[src/rtl/led_ind_pkg.sv]
// led_ind_pkg: level encoding and LED pattern constants for the multi-channel level indicator.
package led_ind_pkg;
  typedef enum logic [2:0] {OFF, LOW, MID, HIGH, OVER} level_t;
  localparam logic [2:0] PAT_OFF  = 3'b000;
  localparam logic [2:0] PAT_LOW  = 3'b010;
  localparam logic [2:0] PAT_MID  = 3'b110;
  localparam logic [2:0] PAT_HIGH = 3'b100;
  localparam logic [2:0] PAT_OVER = 3'b001;
  function automatic logic [2:0] level_to_pat(level_t level, logic blink_phase);
    return level == LOW  ? PAT_LOW  :
           level == MID  ? PAT_MID  :
           level == HIGH ? PAT_HIGH :
           (level == OVER && blink_phase) ? PAT_OVER : PAT_OFF;
  endfunction
endpackage

[src/rtl/led_ind_channel.sv]
// led_ind_channel: per-channel level hold, over/stale flags, idle timeout and registered LED pattern.
module led_ind_channel
  import led_ind_pkg::*;
#(
  parameter int TIMEOUT = 0
) (
  input  logic       clk,
  input  logic       rst,
  input  logic       accept,
  input  logic [2:0] level_in,
  input  logic       phase,
  output logic [2:0] led,
  output logic       over,
  output logic       stale
);
  level_t level, level_d;
  logic hit;
  generate
    if (TIMEOUT > 0) begin : g_to
      localparam int TW = $clog2(TIMEOUT + 1);
      logic [TW-1:0] cnt;
      always_ff @(posedge clk or posedge rst)
        if (rst) cnt <= '0;
        else cnt <= accept ? '0 : (cnt == TW'(TIMEOUT)) ? cnt : cnt + 1'b1;
      // A sample arriving on the expiring cycle wins over the timeout.
      assign hit = !accept && cnt == TW'(TIMEOUT - 1);
    end else begin : g_no_to
      assign hit = 1'b0;
    end
  endgenerate
  always_comb level_d = accept ? level_t'(level_in) : hit ? OFF : level;
  always_ff @(posedge clk or posedge rst)
    if (rst) begin
      level <= OFF;
      led   <= PAT_OFF;
      over  <= 1'b0;
      stale <= 1'b1;
    end else begin
      level <= level_d;
      led   <= level_to_pat(level_d, phase);
      over  <= level_d == OVER;
      stale <= accept ? 1'b0 : hit ? 1'b1 : stale;
    end
endmodule

[src/rtl/led_level_indicator.sv]
// led_level_indicator: classifies (channel, value) samples into per-channel LED levels with blink and timeout.
module led_level_indicator
  import led_ind_pkg::*;
#(
  parameter int  DATA_W    = 8,
  parameter int  N_CH      = 4,
  parameter int  TH0       = 5,
  parameter int  TH1       = 10,
  parameter int  TH2       = 15,
  parameter int  TIMEOUT   = 0,
  parameter int  BLINK_DIV = 1024,
  localparam int CH_W      = N_CH > 1 ? $clog2(N_CH) : 1
) (
  input  logic              clk,
  input  logic              rst,
  input  logic              in_valid,
  input  logic [CH_W-1:0]   in_ch,
  input  logic [DATA_W-1:0] in_data,
  output logic [3*N_CH-1:0] led_out,
  output logic [N_CH-1:0]   over,
  output logic [N_CH-1:0]   stale,
  output logic              ch_err
);
  localparam int PW = BLINK_DIV > 1 ? $clog2(BLINK_DIV) : 1;
  logic [PW-1:0] pre;
  logic phase, wrap, phase_nxt;
  level_t lvl;
  assign wrap = pre == PW'(BLINK_DIV - 1);
  // Channels register the phase of the coming cycle so their pattern lines up with it.
  assign phase_nxt = phase ^ wrap;
  always_comb
    lvl = in_data <= DATA_W'(TH0) ? LOW :
          in_data <= DATA_W'(TH1) ? MID :
          in_data <= DATA_W'(TH2) ? HIGH : OVER;
  always_ff @(posedge clk or posedge rst)
    if (rst) begin
      pre    <= '0;
      phase  <= 1'b0;
      ch_err <= 1'b0;
    end else begin
      pre    <= wrap ? '0 : pre + 1'b1;
      phase  <= phase_nxt;
      ch_err <= in_valid && 32'(in_ch) >= N_CH;
    end
  generate
    for (genvar i = 0; i < N_CH; i++) begin : g_ch
      led_ind_channel #(.TIMEOUT(TIMEOUT)) u_ch (
        .clk     (clk),
        .rst     (rst),
        .accept  (in_valid && in_ch == CH_W'(i)),
        .level_in(lvl),
        .phase   (phase_nxt),
        .led     (led_out[3*i +: 3]),
        .over    (over[i]),
        .stale   (stale[i])
      );
    end
  endgenerate
endmodule

[config.mk]
export PLATFORM = sky130hd
export DESIGN_NAME = led_level_indicator
export DESIGN_NICKNAME = d
export VERILOG_FILES = /design/src/rtl/led_ind_pkg.sv /design/src/rtl/led_ind_channel.sv /design/src/rtl/led_level_indicator.sv
export SDC_FILE = /design/constraint.sdc
export NUM_CORES = 1
export LEC_CHECK = 0
export CAP_MARGIN = 20
export CORE_ASPECT_RATIO = 1.1
export CORE_MARGIN = 1.5
export CORE_UTILIZATION = 55
export CTS_BUF_LIST = sky130_fd_sc_hd__clkbuf_16
export DETAILED_ROUTE_END_ITERATION = 6
export PLACE_DENSITY = 0.83
export SYNTH_ARGS = -nofsm -noshare
export SYNTH_HDL_FRONTEND = slang
export SYNTH_SLANG_ARGS = --single-unit
[constraint.sdc]
create_clock -name clk -period 2.2 [get_ports clk]
set_clock_uncertainty 0.05 [all_clocks]
set_input_delay 0.55 -clock clk [delete_from_list [all_inputs] [get_ports clk]]
set_output_delay 0.55 -clock clk [all_outputs]
set_load 0.03 [all_outputs]
==> results.tsv <==
metric	value	unit
status	complete, but fails checks	
failed_checks	DRC	
synthMuxAreaShare	2.18	%
critPathKind	flip-flop to output port	
path_clk_slew	0.06	ns
drtIter0Drc	36	
routabilityCongestion	0.768	
post_cts.repair.setup_buffers	0	
synthArstFlopShare	100	%
io_pins	34	
synth_top_area_cell	dfrtp_1	
drc	4	
path_cells	clkdlybuf4s50_1	
syn_avg_cell_area	11.1	sq um
p_leak	1.05	nW
p_clk_share	39.6	%
clock-sinks	43	
p_int	1.34	mW
setup-tns-final	0	ns
crit_path_max_incr_delay	0.67	ns
antenna_left	0	
power.switching	0.416	mW
grt_use_met3	6.57	%
vias	1311	
comb_power_share	11.8	%
ys_warn_count	0	
ys_seq_elements	43	
post-route-period-util	94.2	%
cts_tree	done	
antenna_found_initial	0	
coreArea	3130	sq um
fin_crit	2.07	ns
synthSimpleGateAreaFrac	17.1	%
hp-class	flip-flop to flip-flop	
busiest_layer	met2	
synth.area.top_cells	dfrtp_1 53%, dfstp_2 5.7%, nand2_1 4.5%	
synth_top_area_share	53.0	%
cts_root_buf	clkbuf_16	
total_power	1.75	mW
seqPwrFrac	48.6	%
cts-buffers-inserted	5	
post-route-cell-area	2300	sq um
setup_viol	0	
drive_above_1_share	12.6	%
synth_edf_count	0	
n_antenna_cell	0	
crit_fanout	2	
ctsResizeCount	0	
die_x	58.2	um
htree_levels	2	
critPathArrivalTime	1.47	ns
end_kind	output port	
yosysUniqueCellTypes	38	
place_area	2160	sq um
cts_hold_buf	0	
die_y	63.7	um
grt_pass1_wl	5.77	mm
drv_cap	0	
cp_num_buf_inv	1	
synth_top_family_by_area	simple AND/OR/NAND/NOR gates	
worst_setup_path_start_kind	flip-flop	
place_ws	0.0973	ns
peakVddDrop	0.000624	V
syn_inst	166	
fin_nets	211	
synthAdderAreaFrac	0.680	%
track_usage	21.0	%
grt_start_max_net_pins	44	
synth_compound_area_share	11.4	%
rsz0062_at_grt	false	
max_freq	482	MHz
synthXorXnorAreaFrac	4.28	%
grt_pass1_vias	1297	
rows	21	
use_met1	26.6	%
slew_headroom	65.5	%
clk-insertion-delay-late	0.28	ns
dp_hpwl	2.38	mm
syn_nets	180	
overflow	0	
seq_area_frac_synth	58.7	%
initial_core_util	58.9	%
post_drt_wl_per_cell	15.0	um
cp.required	1.60	ns
maxSlewViolCount	0	
firstDrtPassIters	6	
avgViaCountPerCell	5.65	
p_sw_share	23.7	%
clk_path_buf_depth	2	
grtUsageMet2	33.5	%
finalWirelength	3.49	mm
finalWorstSetupSlack	0.127	ns
synthFlopType	dfrtp_1	
worst_pin_slew	0.518	ns
p_per_area	762	nW/um^2
dieArea	3700	sq um
critPathSlowestCell	clkdlybuf4s50_1	
critical_path.top_delay_family	buffers and inverters	
area_growth	25.0	%
syn-cell-area	1840	sq um
finalHoldViolCount	0	
port_buffers	32	
==> final timing paths <==
path | end | slack (ns) | cells past startpoint | startpoint
setup / recovery | stale[0] | 0.13 | 1 | g_ch[0].u_ch.stale
hold / removal | g_ch[0].u_ch.stale | 0.44 | 1 | g_ch[0].u_ch.stale
setup reg to reg | g_ch[2].u_ch.led[0] | 0.55 | 4 | pre[0]
hold reg to reg | g_ch[0].u_ch.stale | 0.44 | 1 | g_ch[0].u_ch.stale
max in group asynchronous | g_ch[3].u_ch.stale | 1.08 | 3 | rst
min in group asynchronous | g_ch[1].u_ch.level[0] | 0.65 | 3 | rst
==> cell type report <==
class,instances,area [sq um]
clock buffer,5,125
inverter,3,11.3
tap,34,42.5
multi-input combinational,106,661
timing repair buffer,38,365
clock inverter,3,15.0
fill,201,826
sequential,43,1080
==> cell usage after synthesis, drive strengths merged, types with 2 or more instances <==
| library cell | number |
|---|---|
| a21o | 2 |
| and3 | 3 |
| nand3 | 4 |
| nor3 | 2 |
| or3b | 5 |
| nand4 | 2 |
| dfstp | 4 |
| or4 | 2 |
| mux2i | 4 |
| xnor2 | 3 |
| nor2 | 3 |
| o21ai | 15 |
| o31ai | 2 |
| nor3b | 2 |
| xor2 | 6 |
| a21oi | 3 |
| o22ai | 8 |
| clkbuf | 4 |
| a21boi | 2 |
| and2 | 4 |
| dfrtp | 39 |
| nand2 | 22 |
| nand3b | 3 |
| inv | 3 |
| buf | 10 |
==> routing by layer <==
metal	up-vias	wire length, um
li1	637	-
met5	-	0
met3	4	142
met2	26	1750
met1	644	1560
met4	0	36
==> power by group through the flow <==
| stage | Clock, mW | Sequential (mW) | Combinational (mW) |
|---|---|---|---|
| 2_1_floorplan | 0 | 0.871 | 0.130 |
| 5_1_grt | 0.748 | 0.855 | 0.226 |
| 4_1_cts | 0.708 | 0.851 | 0.210 |
| 6_report | 0.694 | 0.852 | 0.208 |
| 3_5_place_dp | 0 | 0.864 | 0.208 |
| 3_3_place_gp | 0 | 0.863 | 0.205 |
==> through the flow <==
stage               cells  hold WS (ns)  util (%)
floorplan             166         0.405         -
global placement      224         0.419      69.1
detailed placement    224         0.433      69.1
CTS                   232         0.441      73.6
global route          232         0.458      73.6
finish                232         0.440      73.6
==> registers in the layout (all words and copies together) (netlist names) <==
name,count
g_ch.u_ch.stale,4
pre,10
g_ch.u_ch.level,12
phase,1
g_ch.u_ch.led,12
g_ch.u_ch.over,4
==> cell usage in the layout, fill, tap and decap left out <==
master	Yosys	final
a21boi_1	2	2
a21o_1	2	2
a21oi_1	3	3
a2bb2oi_1	1	1
a41oi_1	1	1
and2_1	4	4
and3_1	3	3
and4_2	1	1
buf_4	9	6
clkbuf_16	0	5
clkdlybuf4s50_1	0	32
clkinv_2	0	3
conb_1	1	1
dfrtp_1	39	39
dfstp_2	4	4
ha_1	1	1
inv_1	3	3
mux2i_1	4	4
nand2_1	22	22
nand3_1	4	4
nand3b_1	3	3
nand4_1	1	1
nand4_2	1	1
nor2_1	3	3
nor2b_1	1	1
nor3_1	2	2
nor3b_1	2	2
nor4_1	1	1
o211ai_1	1	1
o21ai_0	15	15
o22ai_1	8	8
o31ai_1	2	2
or3_1	1	1
or3b_1	1	1
or3b_2	4	4
or4_1	1	1
or4_4	1	1
xnor2_1	3	3
xor2_1	6	6
==> cell families after synthesis <==
logic type      Yosys count
buf+inv                  17
fa+ha+maj                 1
other cells               1
simple gates             56
compound gates           35
flops                    43
xor+xnor                  9
mux                       4
(Power assumes the default switching activity.)
